File: src/rtl/wram_oam_dma_ctrl.sv
// WRAM port arbiter between the CPU and the sprite (OAM) DMA engine.
// DMA stalls the CPU and copies one WRAM page into OAM at one byte per cycle.
module wram_oam_dma_ctrl #(
  parameter int unsigned DMA_LEN      = 256,
  parameter int unsigned ALIGN_CYCLES = 1
) (
  input  logic        i_clk_cpu,
  input  logic        i_reset,
  input  logic        i_cpu_ce,
  input  logic        i_cpu_rnw,
  input  logic [10:0] i_cpu_addr,
  input  logic [7:0]  i_cpu_wdata,
  output logic [7:0]  o_cpu_rdata,
  output logic        o_cpu_stall,
  input  logic        i_dma_start,
  input  logic [2:0]  i_dma_page,
  output logic        o_dma_busy,
  output logic        o_dma_done,
  output logic        o_ram_ce,
  output logic        o_ram_rnw,
  output logic [10:0] o_ram_addr,
  output logic [7:0]  o_ram_wdata,
  input  logic [7:0]  i_ram_rdata,
  output logic        o_oam_we,
  output logic [7:0]  o_oam_addr,
  output logic [7:0]  o_oam_wdata
);

  localparam int unsigned IDX_W  = 8;
  localparam int unsigned PAGE_W = 3;
  localparam int unsigned DATA_W = 8;
  localparam int unsigned ACNT_W = 2;

  typedef enum logic [2:0] {
    S_IDLE  = 3'd0,
    S_ALIGN = 3'd1,
    S_XFER  = 3'd2,
    S_DRAIN = 3'd3,
    S_DONE  = 3'd4
  } state_e;

  state_e              state_q, state_d;
  logic [PAGE_W-1:0]   page_q, page_d;
  logic [IDX_W-1:0]    index_q, index_d;
  logic [ACNT_W-1:0]   align_cnt_q, align_cnt_d;

  logic                oam_we_q;
  logic [IDX_W-1:0]    oam_addr_q;
  logic [DATA_W-1:0]   oam_hold_q;
  logic                cpu_rd_q;
  logic [DATA_W-1:0]   cpu_hold_q;

  // State register and DMA bookkeeping
  always_ff @(posedge i_clk_cpu) begin
    if (i_reset) begin
      state_q     <= S_IDLE;
      page_q      <= '0;
      index_q     <= '0;
      align_cnt_q <= '0;
    end else begin
      state_q     <= state_d;
      page_q      <= page_d;
      index_q     <= index_d;
      align_cnt_q <= align_cnt_d;
    end
  end

  // Next-state logic
  always_comb begin
    state_d     = state_q;
    page_d      = page_q;
    index_d     = index_q;
    align_cnt_d = align_cnt_q;
    case (state_q)
      S_IDLE: begin
        if (i_dma_start) begin
          page_d      = i_dma_page;
          index_d     = '0;
          align_cnt_d = '0;
          state_d     = (ALIGN_CYCLES == 0) ? S_XFER : S_ALIGN;
        end
      end
      S_ALIGN: begin
        if (align_cnt_q == ACNT_W'(ALIGN_CYCLES - 1)) begin
          state_d = S_XFER;
        end else begin
          align_cnt_d = align_cnt_q + ACNT_W'(1);
        end
      end
      S_XFER: begin
        // Index is 8 bits, so a full 256-byte page wraps it back to zero.
        index_d = index_q + IDX_W'(1);
        if (index_q == IDX_W'(DMA_LEN - 1)) begin
          state_d = S_DRAIN;
        end
      end
      S_DRAIN: state_d = S_DONE;
      S_DONE:  state_d = S_IDLE;
      default: state_d = S_IDLE;
    endcase
  end

  // Output logic: RAM port mux, stall/busy/done
  always_comb begin
    o_ram_ce    = 1'b0;
    o_ram_rnw   = 1'b1;
    o_ram_addr  = '0;
    o_ram_wdata = '0;
    o_cpu_stall = (state_q != S_IDLE);
    o_dma_busy  = (state_q != S_IDLE);
    o_dma_done  = (state_q == S_DONE);
    case (state_q)
      S_IDLE: begin
        o_ram_ce    = i_cpu_ce & ~i_reset;
        o_ram_rnw   = i_cpu_rnw | i_reset;
        o_ram_addr  = i_cpu_addr;
        o_ram_wdata = i_cpu_wdata;
      end
      S_XFER: begin
        o_ram_ce   = ~i_reset;
        o_ram_addr = {page_q, index_q};
      end
      default: ;
    endcase
  end

  // OAM write pipeline aligned with the RAM's one-cycle read latency
  always_ff @(posedge i_clk_cpu) begin
    if (i_reset) begin
      oam_we_q   <= 1'b0;
      oam_addr_q <= '0;
      oam_hold_q <= '0;
      cpu_rd_q   <= 1'b0;
      cpu_hold_q <= '0;
    end else begin
      oam_we_q <= (state_q == S_XFER);
      if (state_q == S_XFER) oam_addr_q <= index_q;
      if (oam_we_q) oam_hold_q <= i_ram_rdata;
      cpu_rd_q <= (state_q == S_IDLE) & i_cpu_ce & i_cpu_rnw;
      if (cpu_rd_q) cpu_hold_q <= i_ram_rdata;
    end
  end

  assign o_oam_we    = oam_we_q;
  assign o_oam_addr  = oam_addr_q;
  assign o_oam_wdata = oam_we_q ? i_ram_rdata : oam_hold_q;
  // CPU read data only tracks the RAM after a granted CPU read, so DMA reads never disturb it.
  assign o_cpu_rdata = cpu_rd_q ? i_ram_rdata : cpu_hold_q;

endmodule

File: config.mk
export PLATFORM = sky130hd
export DESIGN_NAME = wram_oam_dma_ctrl
export DESIGN_NICKNAME = d
export VERILOG_FILES = /design/src/rtl/wram_oam_dma_ctrl.sv
export SDC_FILE = /design/constraint.sdc
export NUM_CORES = 1
export LEC_CHECK = 0
export BUFFER_PORTS_ARGS = -buffer_cell sky130_fd_sc_hd__buf_2
export CORE_MARGIN = 1
export CORE_UTILIZATION = 50
export DETAILED_ROUTE_END_ITERATION = 8
export PLACE_DENSITY = 0.84
export SLEW_MARGIN = 0
export SYNTH_ARGS = -nofsm -noshare
export SYNTH_HDL_FRONTEND = slang
export SYNTH_SLANG_ARGS = --single-unit
File: constraint.sdc
create_clock -name i_clk_cpu -period 3.85 [get_ports i_clk_cpu]
set_input_delay 0.1925 -clock i_clk_cpu [delete_from_list [all_inputs] [get_ports i_clk_cpu]]
set_output_delay 0.1925 -clock i_clk_cpu [all_outputs]
set_load 0.02 [all_outputs]
==> PnR_summary.wiki, run 1 <==
{| class="wikitable"
! Metric !! Value
|-
| Status || finished clean
|-
| Combined flip-flop and latch cell area || 840.8 um^2
|-
| Core Region || 3468 um^2
|-
| Final weighted congestion of routability-driven global placement || 0.7360
|-
| Final number of hold-violating endpoints || 0
|-
| Max-cap viol count || 0
|-
| Share of synthesized area occupied by flip-flops and latches || 0.4456
|-
| Final setup violation count || 0
|-
| Biggest fanout along the worst timing path || 21
|-
| Ant. Diodes || 0
|-
| Post-route worst setup slack || 1.321 ns
|-
| Ratio of cells with drive above 1 in the final layout || 0.3836
|-
| Primary flip-flop cell chosen by synthesis mapping || sky130_fd_sc_hd__dfxtp_1
|-
| Boundary pin count || 84
|-
| Slew headroom || 0.2749
|-
| Layout Skew || 0.006083 ns
|-
| Post-synthesis register bit count || 42
|-
| Warnings from Yosys || 0
|-
| Req. time, crit path || 3.66 ns
|-
| Maximum count of clock buffers along a single path || 2
|-
| Die boundary height || 63.43 um
|-
| Count of buffers added by post-CTS timing repair for setup || 0
|-
| Total clock buffers created by CTS || 5
|-
| Pin count of the biggest net entering global routing || 46
|-
| Cell area after synthesis || 1887 um^2
|-
| Syn nets || 256
|-
| Routing layer with the top usage in global route || met2
|-
| Number of routed nets with antenna violations || 0
|-
| DRC errors left || 0
|-
| Post-layout instance area || 2404 um^2
|-
| Setup repair after global routing missed its margin || false
|-
| Placed wire-length estimate || 2.775 mm
|-
| Number of antenna violations at the first check in global routing || 0
|-
| Horizontal extent of the die || 63.43 um
|-
| Number of pins exceeding their max-slew limit in the final report || 0
|-
| Hold/Removal Path Class || input pin to flip-flop
|-
| Number of enable-type register cells in the synthesized netlist || 0
|-
| Area Overhead vs Synth || 27.39%
|-
| F_max || 395.5 MHz
|-
| Fraction of synthesis flops using an asynchronous set or reset pin || 0
|-
| Post-synthesis average cell area || 8.616 um^2
|-
| Root buf cell || sky130_fd_sc_hd__clkbuf_8
|-
| Most common library cell in the layout ignoring fill and taps || sky130_fd_sc_hd__buf_2
|-
| Global-route track usage on met1 || 0.2649
|-
| Worst Setup Start Kind || flip-flop
|-
| Number of cells produced by synthesis || 219
|-
| Mean routed wirelength per cell || 11.74 um
|-
| Met2 Use GR || 0.3511
|-
| Type of the worst setup path || flip-flop to output port
|-
| Number of DRC markers after the initial detailed-route iteration || 85
|-
| Count of port buffers added during placement || 83
|-
| Placement-stage cell area || 2295 um^2
|-
| Wire length of the first global-routing pass || 6.672 mm
|-
| Area of the multi-input gates || 958.4 um^2
|-
| FP Rows || 21
|-
| Pwr Density || 422.3 nW/um^2
|-
| Fin crit share || 0.6568
|-
| Critical Path AT || 2.34 ns
|-
| Post-Route Setup TNS || 0 ns
|-
| Detailed Routing Iterations Pass 1 || 4
|-
| Leakage power total || 1.115 nW
|-
| Number of gates resized after CTS || 0
|-
| Via density || 5.130
|-
| Fin nets || 328
|-
| Routing usage on met3 || 0.04529
|-
| Total congestion overflow || 0
|-
| Power consumption || 1.015 mW
|-
| Number of filler instances in the final layout || 291
|-
| Initial core utilization || 0.5440
|-
| Endpoint type of the worst setup path || output port
|-
| Minimum clock period || 2.529 ns
|-
| Most used cells in the layout excluding fill and tap cells || sky130_fd_sc_hd__buf_2, sky130_fd_sc_hd__nand2_1, sky130_fd_sc_hd__dfxtp_1, sky130_fd_sc_hd__a21oi_1
|-
| Clock sink count || 42
|-
| Via count of the first global-routing pass || 1535
|-
| TritonCTS clock tree || yes
|-
| Overall fraction of global-route tracks in use || 0.2096
|-
| Post-Route WL || 3.967 mm
|-
| Worst-case vdd ir drop || 235.2 uV
|-
| Total die area || 4023 um^2
|-
| Clock-pin slew on the worst setup and hold paths || 0.08 ns
|-
| Post-place setup slack || 1.600 ns
|-
| Worst hold slack || 0.1284 ns
|-
| Total of hold buffers inserted after clock tree synthesis || 0
|-
| Post-synthesis cell type count || 36
|-
| Worst Max-Slew Pin Slew || 1.082 ns
|-
| Clock latency of the later-clocked register in the worst-skew pair || 0.29 ns
|-
| Routed vias || 1734
|-
| Depth of the CTS H-tree || 2
|}
[critical path: stages (launching register included)]
cell and delay [ns]:
sky130_fd_sc_hd__dfxtp_1 0.41, sky130_fd_sc_hd__nor3_2 0.91, sky130_fd_sc_hd__inv_1 0.21, sky130_fd_sc_hd__or3_1 0.35, sky130_fd_sc_hd__buf_2 0.16
[metrics by stage]
stage               utilization  cells
floorplan                     -    219
global placement         0.6616    330
detailed placement       0.6616    330
CTS                      0.6930    338
global route             0.6930    338
finish                   0.6930    338
[cells in the mapped netlist (2+ instances only)]
| master | count | share of area |
|---|---|---|
| sky130_fd_sc_hd__buf_2 | 2 | 0.0053 |
| sky130_fd_sc_hd__mux2_2 | 16 | 0.095 |
| sky130_fd_sc_hd__nand2_1 | 45 | 0.090 |
| sky130_fd_sc_hd__a211oi_1 | 2 | 0.0080 |
| sky130_fd_sc_hd__nor2b_1 | 16 | 0.053 |
| sky130_fd_sc_hd__nor4b_1 | 2 | 0.0093 |
| sky130_fd_sc_hd__a311oi_1 | 2 | 0.0093 |
| sky130_fd_sc_hd__inv_1 | 4 | 0.0080 |
| sky130_fd_sc_hd__nand3_1 | 6 | 0.016 |
| sky130_fd_sc_hd__nor2_1 | 4 | 0.0080 |
| sky130_fd_sc_hd__dfxtp_1 | 42 | 0.45 |
| sky130_fd_sc_hd__ha_1 | 2 | 0.013 |
| sky130_fd_sc_hd__nand2b_1 | 2 | 0.0066 |
| sky130_fd_sc_hd__a21oi_1 | 19 | 0.050 |
| sky130_fd_sc_hd__or3_1 | 2 | 0.0066 |
| sky130_fd_sc_hd__clkbuf_1 | 16 | 0.032 |
| sky130_fd_sc_hd__nand4_1 | 2 | 0.0066 |
| sky130_fd_sc_hd__nor3_1 | 4 | 0.011 |
| sky130_fd_sc_hd__o211ai_1 | 2 | 0.0080 |
| sky130_fd_sc_hd__o21ai_0 | 2 | 0.0053 |
| sky130_fd_sc_hd__a22o_1 | 3 | 0.014 |
| sky130_fd_sc_hd__or4b_2 | 2 | 0.011 |
| sky130_fd_sc_hd__or4_1 | 2 | 0.0080 |
| sky130_fd_sc_hd__and2_1 | 8 | 0.027 |
[final timing paths]
path	start	endpoint	slack, ns	depth (start not counted)
worst min register to register	o_oam_addr[4]$_SDFFE_PP0N_	o_oam_addr[4]$_SDFFE_PP0N_	0.46	2
worst max-delay path	state_q[1]$_SDFFE_PP0P_	o_ram_rnw	1.32	4
worst max register to register	state_q[1]$_SDFFE_PP0P_	index_q[7]$_SDFFE_PP0P_	1.93	3
worst min-delay path	i_dma_page[0]	page_q[0]$_SDFFE_PP0P_	0.13	3
[kinds of logic after synthesis]
family / after synthesis / share of synthesized area
mux: 16 / 0.09549
compound gates: 36 / 0.1214
flops: 42 / 0.4456
simple gates: 100 / 0.2752
fa+ha+maj: 2 / 0.01326
buf+inv: 23 / 0.04907
[metal layers]
metal  vias up  routed length [um]
li1        895                   -
met1       767                1850
met2        67                1830
met3         5                 249
met4         0                  36
met5         -                   0
[report_power, final]
part | internal (mW) | total [mW] | switching, mW
clock network | 0.191 | 0.337 | 0.146
registers | 0.447 | 0.462 | 0.0149
logic | 0.0839 | 0.216 | 0.132
[layout make-up]
cell class,count,share of cell area
tap,46,0.02395
inverter,4,0.006247
multi-input combinational,154,0.3987
clock buffer,5,0.02863
timing repair buffer,84,0.1759
clock inverter,3,0.01666
sequential,42,0.3498
[sequential cells by signal (all words and copies together) (netlist names)]
| signal | flops |
|---|---|
| o_oam_we | 1 |
| page_q | 3 |
| o_oam_addr | 8 |
| state_q | 3 |
| align_cnt_q | 2 |
| cpu_hold_q | 8 |
| index_q | 8 |
| cpu_rd_q | 1 |
| oam_hold_q | 8 |
(Power assumes the default switching activity.)
==> inputs of run 2 (changes only) <==
Settings changed: ABC_AREA from default to 1, CORE_UTILIZATION 50 to 47, PLACE_DENSITY 0.84 to 0.79.
Clock period 3.85 ns to 2.6 ns, I/O delays scaled along.
==> run 2 against run 1 <==
Effect of this change:
- global-route usage grew 0.62 points
- synthesized cell count grew 32%
- clock skew decreased by 0.0028 ns
- first-iteration DRC count is 28% higher
- largest power group is now combinational cells
==> PnR_summary.wiki, run 2 <==
{| class="wikitable"
! Metric !! Value
|-
| Status || finished clean
|-
| Root buf cell || sky130_fd_sc_hd__clkbuf_8
|-
| Max-cap viol count || 0
|-
| Number of DRC markers after the initial detailed-route iteration || 109
|-
| Boundary pin count || 84
|-
| Area Overhead vs Synth || 26.96%
|-
| Clock latency of the later-clocked register in the worst-skew pair || 0.31 ns
|-
| Routing usage on met3 || 0.04795
|-
| Clock-pin slew on the worst setup and hold paths || 0.08 ns
|-
| Via density || 4.829
|-
| Count of port buffers added during placement || 83
|-
| Number of cells on the worst reg-to-reg path || 8
|-
| Minimum clock period || 2.022 ns
|-
| Biggest fanout along the worst timing path || 15
|-
| Post-Route WL || 4.632 mm
|-
| Post-synthesis register bit count || 42
|-
| Die boundary height || 66.71 um
|-
| Share of Yosys cell area claimed by the top area cell type || 0.4272
|-
| Pin count of the biggest net entering global routing || 29
|-
| Post-synthesis average cell area || 6.810 um^2
|-
| Mean routed wirelength per cell || 11.03 um
|-
| Initial core utilization || 0.4920
|-
| Wire length of the first global-routing pass || 7.182 mm
|-
| Leakage power total || 1.386 nW
|-
| Worst Setup Start Kind || flip-flop
|-
| Most common library cell in the layout ignoring fill and taps || sky130_fd_sc_hd__nand2_1
|-
| RR Startpoint || state_q[0]$_SDFFE_PP0P_
|-
| Synth area leaders || sky130_fd_sc_hd__dfxtp_1, sky130_fd_sc_hd__nand2_1, sky130_fd_sc_hd__a21oi_1
|-
| Fin crit share || 0.7778
|-
| Primary flip-flop cell chosen by synthesis mapping || sky130_fd_sc_hd__dfxtp_1
|-
| Slew headroom || 0.5749
|-
| Routing layer with the top usage in global route || met2
|-
| Layout Skew || 0.003281 ns
|-
| Count of buffers added by post-CTS timing repair for setup || 0
|-
| Total of hold buffers inserted after clock tree synthesis || 0
|-
| Horizontal extent of the die || 66.71 um
|-
| Post-place setup slack || 0.8954 ns
|-
| Slowest cell on the critical path || sky130_fd_sc_hd__nor2_4
|-
| Detailed Routing Iterations Pass 1 || 4
|-
| Largest stage delay, worst path || 0.34 ns
|-
| Overall fraction of global-route tracks in use || 0.2159
|-
| Ratio of cells with drive above 1 in the final layout || 0.2784
|-
| Total die area || 4450 um^2
|-
| Worst Hold Path EP || cpu_rd_q$_SDFF_PP0_
|-
| Clock sink count || 42
|-
| Number of antenna violations at the first check in global routing || 0
|-
| Type of the worst setup path || flip-flop to output port
|-
| Critical hold path startpoint || i_cpu_rnw
|-
| Share of synthesized area occupied by flip-flops and latches || 0.4272
|-
| Final weighted congestion of routability-driven global placement || 0.8419
|-
| Req. time, crit path || 2.47 ns
|-
| Number of enable-type register cells in the synthesized netlist || 0
|-
| Syn nets || 326
|-
| Core Region || 4000 um^2
|-
| Via count of the first global-routing pass || 1699
|-
| Cells traversed along the worst timing path || inv_1 -> nand2_4 -> nor2_4 -> clkinv_1 -> nor2_1 -> buf_2
|-
| Post-synthesis cell type count || 25
|-
| TritonCTS clock tree || yes
|-
| Hold/Removal Path Class || input pin to flip-flop
|-
| Worst R2R Setup Slack || 1.05 ns
|-
| Maximum count of clock buffers along a single path || 2
|-
| Fin nets || 406
|-
| Post-Route Setup TNS || 0 ns
|-
| Number of cells produced by synthesis || 289
|-
| FP Rows || 23
|-
| Worst Max-Slew Pin Slew || 0.6310 ns
|-
| Critical Path AT || 1.89 ns
|-
| Depth of the CTS H-tree || 2
|-
| Leading post-synthesis cells by instance count || sky130_fd_sc_hd__nand2_1, sky130_fd_sc_hd__dfxtp_1, sky130_fd_sc_hd__a21oi_1, sky130_fd_sc_hd__inv_1, sky130_fd_sc_hd__nor2_1
|-
| Pwr Density || 949.3 nW/um^2
|-
| Fraction of synthesis flops using an asynchronous set or reset pin || 0
|-
| Top cell type by total area after synthesis || sky130_fd_sc_hd__dfxtp_1
|-
| Cell area after synthesis || 1968 um^2
|-
| Routed vias || 2028
|-
| Placement-stage cell area || 2386 um^2
|-
| Number of routed nets with antenna violations || 0
|-
| Number of gates resized after CTS || 0
|-
| Setup repair after global routing missed its margin || false
|-
| Global-route track usage on met1 || 0.2355
|-
| Final number of hold-violating endpoints || 0
|-
| Hold Path Depth || 3
|-
| Capture point of the worst reg-to-reg path || align_cnt_q[1]$_SDFFE_PP0P_
|-
| Ant. Diodes || 0
|-
| DRC errors left || 0
|-
| Endpoint type of the worst setup path || output port
|-
| Final setup violation count || 0
|-
| Total congestion overflow || 0
|-
| Met2 Use GR || 0.3851
|-
| Total clock buffers created by CTS || 5
|-
| Worst-case vdd ir drop || 682.4 uV
|-
| Number of pins exceeding their max-slew limit in the final report || 0
|-
| F_max || 494.5 MHz
|-
| Placed wire-length estimate || 3.488 mm
|-
| Post-layout instance area || 2499 um^2
|-
| Warnings from Yosys || 0
|-
| Most used cells in the layout excluding fill and tap cells || sky130_fd_sc_hd__nand2_1, sky130_fd_sc_hd__buf_2, sky130_fd_sc_hd__dfxtp_1, sky130_fd_sc_hd__a21oi_1, sky130_fd_sc_hd__inv_1
|-
| Power consumption || 2.372 mW
|-
| Most common cell in the netlist || sky130_fd_sc_hd__nand2_1
|-
| Post-route worst setup slack || 0.5776 ns
|}
[run 2: cell type report]
class | count | area [um^2]
inverters | 34 | 127.6
fillers | 381 | 1501
well taps | 50 | 62.56
clock inverters | 3 | 43.79
clock buffers | 5 | 68.82
repair buffers | 83 | 415.4
multi-input cells | 203 | 939.7
flip-flops and latches | 42 | 840.8
[run 2: worst max-delay path by stage]
stage,startpoint,slack [ns],to,cells past startpoint
floorplan,state_q[0]$_SDFFE_PP0P_,1.10,o_ram_wdata[0],5
global placement,state_q[0]$_SDFFE_PP0P_,1.0,o_ram_wdata[4],6
detailed placement,state_q[0]$_SDFFE_PP0P_,0.90,o_ram_wdata[0],6
CTS,state_q[0]$_SDFFE_PP0P_,0.55,o_ram_wdata[0],6
global route,state_q[0]$_SDFFE_PP0P_,0.37,o_ram_wdata[5],6
finish,state_q[0]$_SDFFE_PP0P_,0.58,o_ram_wdata[0],6
[run 2: metrics by stage]
stage / std cells / utilization / hold slack [ns]
2_1_floorplan: 289 / - / 0.2649
3_3_place_gp: 412 / 0.5965 / 0.3820
3_5_place_dp: 412 / 0.5965 / 0.3822
4_1_cts: 420 / 0.6246 / 0.05994
5_1_grt: 420 / 0.6246 / 0.09610
6_report: 420 / 0.6246 / 0.06335
[run 2: worst max-delay path, delay by kind of cell (launching register included)]
family	cells	cell delay, ns
flops	1	0.33
buf+inv	3	0.65
simple gates	3	0.60
[run 2: power breakdown]
group,switching (mW),total [mW],internal [mW]
sequential,0.0543,0.776,0.722
clock,0.233,0.521,0.287
combinational,0.750,1.08,0.326
[run 2: metal layers]
metal,vias up,part of all wire
li1,1062,-
met1,898,0.43
met2,58,0.49
met3,10,0.052
met4,0,0.025
met5,-,0
[run 2: cell families after synthesis]
| group | share of synthesized area |
|---|---|
| buffers and inverters | 0.09536 |
| DFF | 0.4272 |
| AOI/OAI and AO/OA | 0.1354 |
| and+or+nand+nor | 0.3293 |
| adders and majority gates | 0.01271 |
